[src/rtl/xor_unit_arbiter_if.sv]
// rtl/xor_unit_arbiter_if.sv - requester/result bundle for the shared XOR/XNOR unit
// Optional parity output present when XOR_UNIT_ARBITER_PARITY_EN is defined.
interface xor_unit_arbiter_if #(
  parameter int WIDTH = 8
);
  logic             req0;
  logic             sel0;
  logic [WIDTH-1:0] a0;
  logic [WIDTH-1:0] b0;
  logic             req1;
  logic             sel1;
  logic [WIDTH-1:0] a1;
  logic [WIDTH-1:0] b1;
  logic             gnt0;
  logic             gnt1;
  logic             busy;
  logic             done;
  logic             done_id;
  logic [WIDTH-1:0] result;
`ifdef XOR_UNIT_ARBITER_PARITY_EN
  logic             parity;

  modport master (
    output req0, sel0, a0, b0, req1, sel1, a1, b1,
    input  gnt0, gnt1, busy, done, done_id, result, parity
  );
  modport slave (
    input  req0, sel0, a0, b0, req1, sel1, a1, b1,
    output gnt0, gnt1, busy, done, done_id, result, parity
  );
`else
  modport master (
    output req0, sel0, a0, b0, req1, sel1, a1, b1,
    input  gnt0, gnt1, busy, done, done_id, result
  );
  modport slave (
    input  req0, sel0, a0, b0, req1, sel1, a1, b1,
    output gnt0, gnt1, busy, done, done_id, result
  );
`endif
endinterface

[src/rtl/xor_unit_arbiter.sv]
// rtl/xor_unit_arbiter.sv - round-robin arbiter sharing one bit-serial XOR/XNOR unit
// Optional result parity output enabled by XOR_UNIT_ARBITER_PARITY_EN.
module xor_unit_arbiter #(
  parameter int WIDTH = 8
) (
  input  logic              clk,
  input  logic              rst_n,
  xor_unit_arbiter_if.slave bus
);
  localparam int CW = $clog2(WIDTH);
  localparam logic [CW-1:0] CNT_LAST = CW'(WIDTH - 1);

  typedef enum logic [1:0] {IDLE, RUN, DONE} state_t;

  state_t           state_q, state_d;
  logic [CW-1:0]    cnt_q, cnt_d;
  logic [WIDTH-1:0] op_a_q, op_a_d;
  logic [WIDTH-1:0] op_b_q, op_b_d;
  logic             op_sel_q, op_sel_d;
  logic [WIDTH-1:0] sr_q, sr_d;
  logic [WIDTH-1:0] result_q, result_d;
  logic             gnt0_q, gnt0_d;
  logic             gnt1_q, gnt1_d;
  logic             busy_q, busy_d;
  logic             done_q, done_d;
  logic             done_id_q, done_id_d;
  logic             last_id_q, last_id_d;
  logic             any_req;
  logic             win1;
  logic             do_grant;

  assign any_req = bus.req0 | bus.req1;
  // Requester 1 wins when alone, or on a tie when requester 0 was served last.
  assign win1    = bus.req1 & (~bus.req0 | ~last_id_q);

  always_comb begin
    state_d   = state_q;
    cnt_d     = cnt_q;
    op_a_d    = op_a_q;
    op_b_d    = op_b_q;
    op_sel_d  = op_sel_q;
    sr_d      = sr_q;
    result_d  = result_q;
    gnt0_d    = 1'b0;
    gnt1_d    = 1'b0;
    busy_d    = busy_q;
    done_d    = 1'b0;
    done_id_d = done_id_q;
    last_id_d = last_id_q;
    do_grant  = 1'b0;

    case (state_q)
      IDLE: begin
        if (any_req) do_grant = 1'b1;
      end
      RUN: begin
        sr_d[cnt_q] = op_a_q[cnt_q] ^ op_b_q[cnt_q] ^ op_sel_q;
        if (cnt_q == CNT_LAST) begin
          state_d   = DONE;
          cnt_d     = '0;
          result_d  = sr_d;
          done_d    = 1'b1;
          done_id_d = last_id_q;
          busy_d    = 1'b0;
        end else begin
          cnt_d = cnt_q + CW'(1);
        end
      end
      DONE: begin
        // Pending requests are granted straight from DONE to avoid an idle bubble.
        if (any_req) do_grant = 1'b1;
        else         state_d  = IDLE;
      end
      default: state_d = IDLE;
    endcase

    if (do_grant) begin
      state_d   = RUN;
      cnt_d     = '0;
      sr_d      = '0;
      op_a_d    = win1 ? bus.a1 : bus.a0;
      op_b_d    = win1 ? bus.b1 : bus.b0;
      op_sel_d  = win1 ? bus.sel1 : bus.sel0;
      gnt0_d    = ~win1;
      gnt1_d    = win1;
      busy_d    = 1'b1;
      last_id_d = win1;
    end
  end

  always_ff @(posedge clk or negedge rst_n) begin
    if (!rst_n) begin
      state_q   <= IDLE;
      cnt_q     <= '0;
      op_a_q    <= '0;
      op_b_q    <= '0;
      op_sel_q  <= 1'b0;
      sr_q      <= '0;
      result_q  <= '0;
      gnt0_q    <= 1'b0;
      gnt1_q    <= 1'b0;
      busy_q    <= 1'b0;
      done_q    <= 1'b0;
      done_id_q <= 1'b0;
      last_id_q <= 1'b1;
    end else begin
      state_q   <= state_d;
      cnt_q     <= cnt_d;
      op_a_q    <= op_a_d;
      op_b_q    <= op_b_d;
      op_sel_q  <= op_sel_d;
      sr_q      <= sr_d;
      result_q  <= result_d;
      gnt0_q    <= gnt0_d;
      gnt1_q    <= gnt1_d;
      busy_q    <= busy_d;
      done_q    <= done_d;
      done_id_q <= done_id_d;
      last_id_q <= last_id_d;
    end
  end

  assign bus.gnt0    = gnt0_q;
  assign bus.gnt1    = gnt1_q;
  assign bus.busy    = busy_q;
  assign bus.done    = done_q;
  assign bus.done_id = done_id_q;
  assign bus.result  = result_q;

`ifdef XOR_UNIT_ARBITER_PARITY_EN
  logic parity_q, parity_d;

  always_comb begin
    parity_d = parity_q;
    if (done_d) parity_d = ^result_d;
  end

  always_ff @(posedge clk or negedge rst_n) begin
    if (!rst_n) parity_q <= 1'b0;
    else        parity_q <= parity_d;
  end

  assign bus.parity = parity_q;
`endif
endmodule

[src/flat_wrapper.sv]
// flat-port wrapper written by rule: the top's interface ports become plain ports
module xor_unit_arbiter_flat 
#(
  parameter int WIDTH = 8
)
  (clk, rst_n, bus_req0, bus_sel0, bus_a0, bus_b0, bus_req1, bus_sel1, bus_a1, bus_b1, bus_gnt0, bus_gnt1, bus_busy, bus_done, bus_done_id, bus_result);
  xor_unit_arbiter_if #(.WIDTH(WIDTH)) bus_i ();
  input  logic clk;
  input  logic rst_n;
  input wire logic [$bits(bus_i.req0)-1:0] bus_req0;
  input wire logic [$bits(bus_i.sel0)-1:0] bus_sel0;
  input wire logic [$bits(bus_i.a0)-1:0] bus_a0;
  input wire logic [$bits(bus_i.b0)-1:0] bus_b0;
  input wire logic [$bits(bus_i.req1)-1:0] bus_req1;
  input wire logic [$bits(bus_i.sel1)-1:0] bus_sel1;
  input wire logic [$bits(bus_i.a1)-1:0] bus_a1;
  input wire logic [$bits(bus_i.b1)-1:0] bus_b1;
  output wire logic [$bits(bus_i.gnt0)-1:0] bus_gnt0;
  output wire logic [$bits(bus_i.gnt1)-1:0] bus_gnt1;
  output wire logic [$bits(bus_i.busy)-1:0] bus_busy;
  output wire logic [$bits(bus_i.done)-1:0] bus_done;
  output wire logic [$bits(bus_i.done_id)-1:0] bus_done_id;
  output wire logic [$bits(bus_i.result)-1:0] bus_result;
  assign bus_i.req0 = bus_req0;
  assign bus_i.sel0 = bus_sel0;
  assign bus_i.a0 = bus_a0;
  assign bus_i.b0 = bus_b0;
  assign bus_i.req1 = bus_req1;
  assign bus_i.sel1 = bus_sel1;
  assign bus_i.a1 = bus_a1;
  assign bus_i.b1 = bus_b1;
  assign bus_gnt0 = bus_i.gnt0;
  assign bus_gnt1 = bus_i.gnt1;
  assign bus_busy = bus_i.busy;
  assign bus_done = bus_i.done;
  assign bus_done_id = bus_i.done_id;
  assign bus_result = bus_i.result;
  xor_unit_arbiter #(.WIDTH(WIDTH)) u_core (.clk(clk), .rst_n(rst_n), .bus(bus_i));
endmodule
[config.mk]
export PLATFORM = sky130hd
export DESIGN_NAME = xor_unit_arbiter_flat
export DESIGN_NICKNAME = d
export VERILOG_FILES = /design/src/rtl/xor_unit_arbiter_if.sv /design/src/rtl/xor_unit_arbiter.sv /design/src/flat_wrapper.sv
export SDC_FILE = /design/constraint.sdc
export NUM_CORES = 1
export LEC_CHECK = 0
export ABC_AREA = 1
export CAP_MARGIN = 20
export CORE_UTILIZATION = 49
export CTS_CLUSTER_SIZE = 14
export DETAILED_ROUTE_END_ITERATION = 6
export HOLD_SLACK_MARGIN = 0.05
export MAX_ROUTING_LAYER = met4
export PLACE_DENSITY = 0.79
export SLEW_MARGIN = 20
export SYNTH_ARGS = -nofsm -noshare
export SYNTH_HDL_FRONTEND = slang
export SYNTH_SLANG_ARGS = --single-unit
[constraint.sdc]
create_clock -name clk -period 1.8 [get_ports clk]
set_input_delay 0.36 -clock clk [delete_from_list [all_inputs] [get_ports clk]]
set_output_delay 0.36 -clock clk [all_outputs]
set_load 0.05 [all_outputs]
==> results of run 1 <==
==> path summary, 6_finish.rpt <==
kind	start	endpoint	cells past startpoint
worst min-delay path	rst_n	u_core.bus.gnt0	2
worst max-delay path	u_core.cnt_q[2]	u_core.bus.result[2]	11
worst min register to register	u_core.sr_q[4]	u_core.sr_q[4]	2
min in group clk	u_core.sr_q[4]	u_core.sr_q[4]	2
worst max register to register	u_core.cnt_q[2]	u_core.bus.result[2]	11
max in group asynchronous	rst_n	u_core.sr_q[0]	2
==> worst reg2reg max path, cell delays in order (launching register included) <==
cell      delay, ps
dfrtp_1         440
inv_1           120
nor2_2           60
buf_4           150
o211ai_1         70
nand2_1         110
nor2_4          150
inv_1            80
nand2_4         110
nand3_1         100
nand3_1         100
nand2_1          60
==> registers in the layout, indices dropped and copies added, names as in the netlist <==
| signal | count |
|---|---|
| u_core.sr_q | 8 |
| u_core.last_id_q | 1 |
| u_core.op_sel_q | 1 |
| u_core.op_b_q | 8 |
| u_core.bus.gnt1 | 1 |
| u_core.bus.result | 8 |
| u_core.bus.gnt0 | 1 |
| u_core.cnt_q | 3 |
| u_core.bus.busy | 1 |
| u_core.state_q | 2 |
| u_core.bus.done | 1 |
| u_core.op_a_q | 8 |
| u_core.bus.done_id | 1 |
==> Yosys cell counts, types with 2 or more instances <==
| cell type | n | area, um2 |
|---|---|---|
| ha_1 | 2 | 25.0 |
| nor2_1 | 18 | 67.6 |
| o211ai_1 | 15 | 113 |
| inv_2 | 3 | 11.3 |
| nand2_1 | 103 | 387 |
| nor2_2 | 2 | 12.5 |
| or2_2 | 8 | 50.1 |
| dfrtp_1 | 43 | 1080 |
| inv_1 | 23 | 86.3 |
| nand3_1 | 33 | 165 |
| o21ai_0 | 5 | 25.0 |
| clkbuf_1 | 2 | 7.51 |
==> metrics by stage <==
| step | std cells | utilization (%) | hold slack, ps | cell area (um2) | total power (uW) |
|---|---|---|---|---|---|
| finish | 381 | 68.9 | 121 | 2820 | 5120 |
| global route | 381 | 68.9 | 178 | 2820 | 5560 |
| CTS | 381 | 68.2 | 138 | 2790 | 5040 |
| detailed placement | 373 | 65.9 | 463 | 2690 | 4360 |
| global placement | 373 | 65.9 | 453 | 2690 | 4290 |
| floorplan | 268 | - | 64.4 | 2130 | 3580 |
==> cell type report <==
| type | count | share of cell area (%) |
|---|---|---|
| multi-input cells | 190 | 32.1 |
| repair buffers | 62 | 19.6 |
| inverters | 27 | 3.60 |
| clock inverters | 2 | 0.356 |
| well taps | 50 | 2.22 |
| flip-flops and latches | 44 | 39.2 |
| clock buffers | 6 | 2.93 |
==> logic make-up (layout without fill, tap and decap cells) <==
family	after synthesis	count (layout)	share of synthesized area, %
AND/OR/NAND/NOR	166	166	32.7
buffers and inverters	34	97	7.28
adder cells (fa/ha/maj)	2	2	1.17
flip-flops	44	44	51.7
AO/OA/AOI/OAI	22	22	7.10
==> power by group through the flow <==
stage	registers (uW)	logic (uW)	clock network, uW
floorplan	2060	1520	0
global placement	1670	2620	0
CTS	1670	2700	661
detailed placement	1690	2670	0
finish	1680	2800	639
global route	1740	3110	708
==> routing by layer <==
layer  GRT usage (%)  vias to the layer above  part of all wire [%]
met4            9.11                        0                   1.4
met3            6.17                        6                   5.3
li1                -                      976                     -
met5               -                        -                     0
met1            29.8                      904                    44
met2            41.1                       58                    49
==> run metrics, run 1 <==
status complete, no violations; Buf/Inv on CP 3; Port Buffers 50; setup slack after layout around 120 ps; Fill cells 329; hold buffers post-CTS 0; number of DRC markers in iteration 0 147; relative slew slack ~63%; clock power share around 13%; CTS clock-pin slew for the worst setup and hold paths around 80 ps; setup TNS 0 ps; H-tree Lvls 2; largest fanout on the critical path 8; f_max 597 MHz; row count 23; critical path class reg -> reg; Post-synth ARST share between 90% and 100%; Tmin final approximately 1700 ps; Clock Tree Root clkbuf_8; Worst Tran Pin Value around 550 ps; DP Worst Slack 137 ps; Reg2Reg Setup Slack between 100 and 150 ps; Clock Path Buffers 2; number of flops mapped to enable cells by yosys 0; ys flop type dfrtp_1; VDD IR max 0.873 mV; first-pass GRT wire length approximately 8300 um; Starting Density 52.2%; most common cell after layout, fill and taps aside nand2_1; final WL between 4000 and 5000 um; P_int approximately 2800 uW; CP Cell Sequence inv_1, nor2_2, buf_4, o211ai_1, nand2_1, nor2_4, inv_1, nand2_4, nand3_1, nand3_1, nand2_1; initial antenna violation count 0; NetSw 2350 uW; part of the power in registers about 33%; routed vias/inst 5.10; Critical Path Source Type flip-flop; vias in the first global route 1943; P per Cell Area 1820 nW/um2; Routed WL per cell 12.5 um; Worst EP required 1980 ps; Skew-Pair Late Insertion Delay around 300 ps; commonest cells after routing, fill and taps aside nand2_1, dfrtp_1, clkdlybuf4s50_1; Final HPWL DP around 3400 um; # setup viols final 0; Synthesized Nets 308; sw frac between 40 and 50%; DRT antenna net count 0; DR pass1 iterations 4; Synth Warn # 0; CTS tree built; area occupied by multi-input gates between 900 and 1000 um2; post-CTS setup buffers 0; fraction of layout cells with a size suffix above 1 between 15 and 20%; unrepaired setup endpoints after global routing false; CTS Sinks 44; IO Pins 51; CTS buffer count 5; sequential share of the synthesized area approximately half; Post-Route Skew 10.5 ps; Vias just under 2000; total area of sequential cells 1100 um2; Overflow after GRT 0; NumNets Final 370; Area Growth Syn to Fin 32.0%; Avg Inst Size Synth approximately 8 um2; Synth Cell Area 2130 um2; arrival time at the worst endpoint roughly 1900 ps; final hold vios 0; gpl congestion 0.799; DRC 0; ANT cells 0; max capacitance violation total 0; CTS resizes 0; Total GRT Usage between 20 and 30%; Worst setup EP type flip-flop; cell family with most CP delay simple AND/OR/NAND/NOR gates; max-slew violations 0; P_leak 0.00142 uW; Tcrit/Tclk final about 93%; crit-path max cell delay roughly 440 ps; Die W just under 70 um; Seq cells post-synth 44; largest net degree at the start of global routing 45; Cells after Synth approximately 270; Comb pwr share a little over half; slowest CP cell dfrtp_1; Hold Path Class in -> async; Yosys cell types 23; Core Area 4090 um2; Die Footprint approximately 4600 um2; Chip Height 68.0 um
Note: power is estimated with default switching activity, not from simulation.
==> run 2: changes to the inputs <==
- ABC_CLOCK_PERIOD_IN_PS: unset -> 1800
- SETUP_SLACK_MARGIN: unset -> 0.15
==> run metrics, run 2 (synthesis gave the netlist of run 1 again) <==
Critical Path Source Type flip-flop; H-tree Lvls 2; DR pass1 iterations 4; Chip Height 68.0 um; DRC 0; max capacitance violation total 0; Tmin final between 1500 and 2000 ps; CTS tree built; f_max ~600 MHz; met3 routed WL ~210 um; status complete, no violations; IO Pins between 50 and 60; ANT cells 0; unrepaired setup endpoints after global routing true; CTS Sinks 44; Worst R2R End u_core.bus.result[4]; Worst EP required about 2000 ps; row count 23; CTS buffer count 5; Routed WL per cell between 10 and 15 um; routed length on met1 approximately 2200 um; hold buffers post-CTS 0; largest net degree at the start of global routing 45; cell family with most CP delay simple AND/OR/NAND/NOR gates; critical path class reg -> reg; number of DRC markers in iteration 0 ~100; Clock Tree Root clkbuf_8; DRT antenna net count 0; Die Footprint between 4000 and 5000 um2; final WL slightly above 5000 um; initial antenna violation count 0; final hold slack about 130 ps; gpl congestion approximately 0.80; # setup viols final 0; commonest cells after routing, fill and taps aside nand2_1, dfrtp_1, clkdlybuf4s50_1; R2R cell count 10; CTS clock-pin slew for the worst setup and hold paths 80 ps; most common cell after layout, fill and taps aside nand2_1; Core Area between 4000 and 5000 um2; crit-path max cell delay roughly 460 ps; Worst Tran Pin Value between 500 and 600 ps; vias in the first global route 1980; largest fanout on the critical path 8; Total GRT Usage approximately a quarter; Die W approximately 68 um; P_leak 0.00144 uW; Skew-Pair Late Insertion Delay 300 ps; final hold vios 0; NumNets Final about 370; routed vias/inst 5.13; Vias 1966; fraction of layout cells with a size suffix above 1 24.3%; Worst setup EP type flip-flop; relative slew slack between 60% and 70%; arrival time at the worst endpoint about 1900 ps; r2r startpoint u_core.cnt_q[1]; Reg2Reg Setup Slack roughly 140 ps; Area Growth Syn to Fin 38.0%; Post-Route Skew roughly 12 ps; Buf/Inv on CP 1; CP Cell Sequence inv_1, nor2_4, nand3_1, nand2_2, o21ai_2, nand2_2, nand2_8, nand3_2, nand3_2, nand2_1; setup slack after layout approximately 140 ps; top layer in use met4; P per Cell Area ~1900 nW/um2; Fill cells between 300 and 400; slowest CP cell dfrtp_2; Tot Pwr about 5500 uW; Final HPWL DP roughly 3400 um; Overflow after GRT 0; setup TNS 0 ps; DP Worst Slack about 140 ps; Clock Path Buffers 2; Hold Path Class in -> async; Tcrit/Tclk final between 90 and 100%; first-pass GRT wire length about 8300 um; VDD IR max between 0.9 and 1 mV; max-slew violations 0; Routed met2 length 2520 um; Port Buffers 50; Starting Density approximately 52%
==> run 2: cell types whose count changed in the layout (fill, tap and decap cells not counted), sizes merged <==
cell	change
inv	-1
buf	+2
clkinv	+1
==> run 2: what timing repair did <==
item / 4_1_cts / 5_1_grt
pin swaps: 1 / 7
gates resized for setup: 7 / 31
endpoints found under the setup margin: 7 / 18
buffers inserted: 1 / 1
==> run 2: routing by layer <==
metal	track usage, %	vias to the layer above
li1	-	977
met1	29.0	927
met2	41.5	52
met3	5.67	10
met4	9.64	0
met5	-	-
==> run 2: cell type report <==
class / count / area [um2] / area share [%]
multi-input cells: 190 / 1000 / 34.0
inverters: 27 / 106 / 3.61
clock buffers: 6 / 82.6 / 2.81
clock inverters: 2 / 10.0 / 0.340
repair buffers: 64 / 576 / 19.6
flip-flops and latches: 44 / 1110 / 37.6
well taps: 50 / 62.6 / 2.13
==> run 2: through the flow <==
step / std cells / utilization (%) / area, um2
after global placement: 373 / 65.9 / 2690
after CTS: 382 / 69.0 / 2820
after global routing: 383 / 72.0 / 2940
after detailed placement: 373 / 65.9 / 2690
after floorplan: 268 / - / 2130
final: 383 / 72.0 / 2940
==> run 2: power breakdown <==
part           switching [uW]  internal (uW)
logic                    2010           1130
clock network             338            306
registers                 253           1460
==> run 2: worst max path at each step <==
stage,from,cells past startpoint,slack [ps],end
4_1_cts,u_core.cnt_q[1],10,150,u_core.bus.result[2]
3_5_place_dp,u_core.cnt_q[0],11,140,u_core.bus.result[2]
3_3_place_gp,u_core.cnt_q[0],11,180,u_core.bus.result[1]
6_report,u_core.cnt_q[1],10,140,u_core.bus.result[4]
5_1_grt,u_core.cnt_q[1],10,50,u_core.bus.result[4]
2_1_floorplan,u_core.cnt_q[0],10,320,u_core.bus.result[0]
==> run 3: changes to the inputs <==
- ABC_CLOCK_PERIOD_IN_PS: 1800 -> 1650
- HOLD_SLACK_MARGIN: 0.05 -> 0.03
- REMOVE_ABC_BUFFERS: unset -> 1
- clock period: 1.8 -> 1.65 ns (I/O delays scaled with it)
==> run metrics, run 3 (synthesis gave the netlist of run 1 again) <==
CP Cell Sequence inv_2, nand2_1, nand3_1, nand2_2, o21ai_2, buf_4, nand3_4, nand3_4, nand3_2, nand2_1; unrepaired setup endpoints after global routing true; largest fanout on the critical path 8; f_max ~580 MHz; slowest CP cell dfrtp_1; Vias about 2100; Overflow after GRT 0; Tmin final around 1700 ps; arrival time at the worst endpoint 1960 ps; NumNets Final around 390; P_int approximately 3900 uW; most common cell after layout, fill and taps aside nand2_1; clock power share about 16%; Placed Cells between 300 and 400; IO Pins slightly above 50; Core Area between 4000 and 5000 um2; GRT Max-Usage Layer met2; largest net degree at the start of global routing 45; Die Footprint 4620 um2; ANT cells 0; H-tree Lvls 2; Skew-Pair Late Insertion Delay about 310 ps; critical path class reg -> reg; DR pass1 iterations 4; post-route insts no fill slightly below 400; Worst EP required 1890 ps; met1 usage 31.9%; part of the power in registers between 20% and 30%; DRT antenna net count 0; Routed WL per cell around 16 um; Final HPWL DP approximately 3500 um; commonest cells after routing, fill and taps aside nand2_1, dfrtp_1, clkdlybuf4s50_1, buf_4; vias in the first global route 2086; crit-path max cell delay 450 ps; Starting Density between 50% and 60%; relative slew slack 63.2%; hold buffers post-CTS 0; max-slew violations 0; Worst setup EP type flip-flop; Total GRT Usage around 28%; # setup viols final 17; Design Area, Final about 3200 um2; final WL between 6000 and 7000 um; status finished, violations left; DRC 0; max capacitance violation total 0; Worst Tran Pin Value 552 ps; sw frac 46.2%; gpl congestion 0.806; Tcrit/Tclk final 104%; number of DRC markers in iteration 0 215; Area Growth Syn to Fin 51.5%; VDD IR max roughly 1.2 mV; setup TNS -640 ps; Clock Path Buffers 2; initial antenna violation count 0; Area after DPL approximately 2700 um2; NetSw 3320 uW; Global Route met2 Usage roughly 45%; Chip Height 68.0 um; Clock Tree Root clkbuf_8; P per Cell Area ~2200 nW/um2; fraction of layout cells with a size suffix above 1 roughly a third; CTS tree built; Critical Path Source Type flip-flop; Post-Route Skew about 10 ps; first-pass GRT wire length 9140 um; failing checks setup timing; CTS Sinks between 40 and 50; Hold Path Class in -> async; P_leak between 0.0015 and 0.002 uW; Comb pwr share between 50% and 60%; final hold vios 0; row count 23; Global Route met3 Usage under 10%; CTS buffer count 5; setup slack after layout -68.6 ps; routed vias/inst approximately 5.4; Port Buffers 50; Die W 68.0 um; CTS clock-pin slew for the worst setup and hold paths 90 ps
==> run 3: repair_timing <==
action,CTS,global route
cloned,1,1
gates resized for setup,28,38
pin swaps,6,16
setup endpoints to repair,36,30
buffers inserted,10,4
==> run 3: final timing paths <==
kind / start / slack [ps] / cells past startpoint / to
min in group clk: u_core.sr_q[2] / 480 / 2 / u_core.sr_q[2]
min: rst_n / 80 / 2 / u_core.op_b_q[3]
min reg2reg: u_core.sr_q[2] / 480 / 2 / u_core.sr_q[2]
max reg2reg: u_core.cnt_q[0] / -70 / 10 / u_core.bus.result[2]
max: u_core.cnt_q[0] / -70 / 10 / u_core.bus.result[2]
max in group asynchronous: rst_n / 1160 / 2 / u_core.cnt_q[1]
==> run 3: layer usage <==
metal  up-vias  part of all wire, %
met1      1000                   39
met4         0                  3.5
met3        24                  6.1
met5         -                    0
met2       110                   51
li1       1007                    -
==> run 3: power groups by stage <==
stage	combinational (uW)	clock, uW	sequential [uW]
after floorplan	1520	0	2280
after global placement	2840	0	1810
after detailed placement	2950	0	1840
after CTS	3380	1160	1860
after global routing	4420	1210	1950
final	4130	1150	1910
==> run 3: worst max-delay path, delay by kind of cell, from the launching register on <==
family | cells | cell delay [ps]
AOI/OAI and AO/OA | 1 | 160
and+or+nand+nor | 7 | 740
DFF | 1 | 450
buffers and inverters | 2 | 300
==> run 3: final cells by class <==
type                    count  area (um2)
clock buffers               5        68.8
clock inverters             3        90.1
fillers                   254         856
inverters                  27         106
multi-input cells         190        1100
flip-flops and latches     44        1100
well taps                  50        62.6
repair buffers             78         689
repair inverters            1        5.00
==> run 3: stage by stage <==
| step | total power (uW) | hold WS (ps) | utilization (%) | setup WS [ps] |
|---|---|---|---|---|
| 2_1_floorplan | 3800 | 34.4 | - | -333 |
| 3_3_place_gp | 4660 | 435 | 66.1 | -398 |
| 3_5_place_dp | 4780 | 436 | 66.1 | -532 |
| 4_1_cts | 6400 | 105 | 73.9 | 62.1 |
| 5_1_grt | 7590 | 129 | 79.1 | -145 |
| 6_report | 7190 | 83.7 | 79.1 | -68.6 |
==> RTL change: new RTL, flow settings as in run 2 <==
`WIDTH` is set to 8 in 3 places; all go to 4.
--- a/src/rtl/xor_unit_arbiter_if.sv
+++ b/src/rtl/xor_unit_arbiter_if.sv
@@ -1,7 +1,7 @@
 // rtl/xor_unit_arbiter_if.sv - requester/result bundle for the shared XOR/XNOR unit
 // Optional parity output present when XOR_UNIT_ARBITER_PARITY_EN is defined.
 interface xor_unit_arbiter_if #(
-  parameter int WIDTH = 8
+  parameter int WIDTH = 4
 );
   logic             req0;
   logic             sel0;
--- a/src/rtl/xor_unit_arbiter.sv
+++ b/src/rtl/xor_unit_arbiter.sv
@@ -1,7 +1,7 @@
 // rtl/xor_unit_arbiter.sv - round-robin arbiter sharing one bit-serial XOR/XNOR unit
 // Optional result parity output enabled by XOR_UNIT_ARBITER_PARITY_EN.
 module xor_unit_arbiter #(
-  parameter int WIDTH = 8
+  parameter int WIDTH = 4
 ) (
   input  logic              clk,
   input  logic              rst_n,
--- a/src/flat_wrapper.sv
+++ b/src/flat_wrapper.sv
@@ -1,7 +1,7 @@
 // flat-port wrapper written by rule: the top's interface ports become plain ports
 module xor_unit_arbiter_flat 
 #(
-  parameter int WIDTH = 8
+  parameter int WIDTH = 4
 )
   (clk, rst_n, bus_req0, bus_sel0, bus_a0, bus_b0, bus_req1, bus_sel1, bus_a1, bus_b1, bus_gnt0, bus_gnt1, bus_busy, bus_done, bus_done_id, bus_result);
   xor_unit_arbiter_if #(.WIDTH(WIDTH)) bus_i ();
Ports: changed (5 resized); port bits go from 51 to 31. No check against the original RTL was run, so the function may have changed too.
==> RTL change against run 2 <==
Clock power is 54% lower. Cell area is 45% lower. Setup slack better by 220 ps. First-iteration DRC count is 89% lower. Routed wire length is 53% lower. Power is 47% lower. Highest routed layer unchanged. Critical path type unchanged. Synthesized area is 41% lower. Sequential cell count is 18 lower.
==> RTL change: results (changes against run 2) <==
number of DRC markers in iteration 0=11 (-89%); FF-to-FF Start=u_core.cnt_q[0]$_DFFE_PN0P_; first-pass GRT wire length=4230 um (-49%); Max Root-Sink Buffers=2 (unchanged); Finished Layout Cells=206 (-46%); Max VDD drop=1020 uV (+7.2%); antenna diode count=0 (unchanged); Netlist cell types=19 (-17%); CP peak stage delay=550 ps (+90 ps); Yosys warnings=0 (unchanged); CTS root buffer=clkbuf_4; crit path DAT=1670 ps (-180 ps); GRT Total Usage=21.2% (-3.7 points); DP HPWL=1780 um (-48%); syn_nets=170 (-45%); status=completed; Most used DFF post-synth=dfrtp_1; clock skew=4.57 ps (-7.60 ps); vias in the first global route=977 (-51%); Slew headroom=58.6% (-4.4 points); Post-Place Worst Slack=91.5 ps (-45.8 ps); Placed Instances=202 (-46%); Placed Area=1570 sq um (-42%); Post-synth ARST share=100% (unchanged); Reg2Reg Depth=5 (-5); ranking of synthesized cells by area=dfrtp_1 (50%), nand2_1 (18%), nand3_1 (7.2%); crit path to=u_core.bus.result[0]$_DFFE_PN0P_; Worst path slowest cell=dfrtp_1; largest net degree at the start of global routing=27 (-40%); antenna violations before repair=0 (unchanged); HP Class=input pin to async pin; DR WL/cell=11.5 um (-13%); Gate Count Post-Synth=144 (-46%); total CTS buffers=3 (-2); most frequent cells after synthesis=nand2_1 (61), dfrtp_1 (25), nand3_1 (18); DR pass1 iterations=4 (unchanged); crit path setup slack, layout=361 ps (+222 ps); routability cong.=0.806 (+0.88%); Vias=1015 (-48%); sequential fraction of the synthesis area=52.2% (+0.45 points); CP Launch Type=flip-flop; Leak=0.813 nW (-43%); top cell family by delay on the critical path=flip-flops; Buffers on Ports=30 (-40%); Fillers=195 (-39%); setup bufs post-CTS=0 (-1); NetSw=1.35 mW (-48%); maximum level of the CTS H-tree=1 (-1); Skew-Pair Late Insertion Delay=320 ps (+20 ps); Max FO, Critical Path=9 (+1); CTS clk-pin slew, worst paths=150 ps (+70 ps); PostCTS Resize Cnt=0 (-7); fraction of layout cells with a size suffix above 1=18.0% (-6.3 points)
## RTL change: cell families (layout without fill, tap and decap cells)
family                   Yosys count  after routing  share of synthesized area (%)
AO/OA/AOI/OAI                      6              6                           3.10
buffers and inverters             12             46                           3.60
adder cells (fa/ha/maj)            4              4                           4.00
flip-flops                        26             26                           52.2
AND/OR/NAND/NOR                   96             96                           37.1
## RTL change: power groups by stage
stage / clock network (mW) / logic, mW / registers, mW
finish: 0.298 / 1.57 / 1.04
global route: 0.326 / 1.77 / 1.07
CTS: 0.305 / 1.59 / 1.04
detailed placement: 0 / 1.59 / 1.05
global placement: 0 / 1.55 / 1.04
floorplan: 0 / 0.937 / 1.29
## RTL change: layout make-up
type,count,area (sq um),area share (%)
flip-flops and latches,26,652,40.6
multi-input cells,106,553,34.4
well taps,28,35.0,2.18
clock buffers,4,36.3,2.26
repair buffers,32,293,18.2
inverters,10,37.5,2.34
## RTL change: worst min path at each step
stage,slack [ps],cells after the start,endpoint
2_1_floorplan,60,0,u_core.bus.busy$_DFFE_PN0P_
3_3_place_gp,460,2,u_core.sr_q[1]$_DFFE_PN0P_
3_5_place_dp,470,2,u_core.sr_q[1]$_DFFE_PN0P_
4_1_cts,390,2,u_core.bus.busy$_DFFE_PN0P_
5_1_grt,430,2,u_core.bus.busy$_DFFE_PN0P_
6_report,380,2,u_core.cnt_q[0]$_DFFE_PN0P_
## RTL change: layer usage
metal | vias to the layer above | GRT usage [%] | part of all wire, %
met5 | - | - | 0
li1 | 521 | - | -
met2 | 20 | 38.4 | 52
met1 | 472 | 25.4 | 44
met4 | 0 | 3.95 | 0.34
met3 | 2 | 2.61 | 3.1
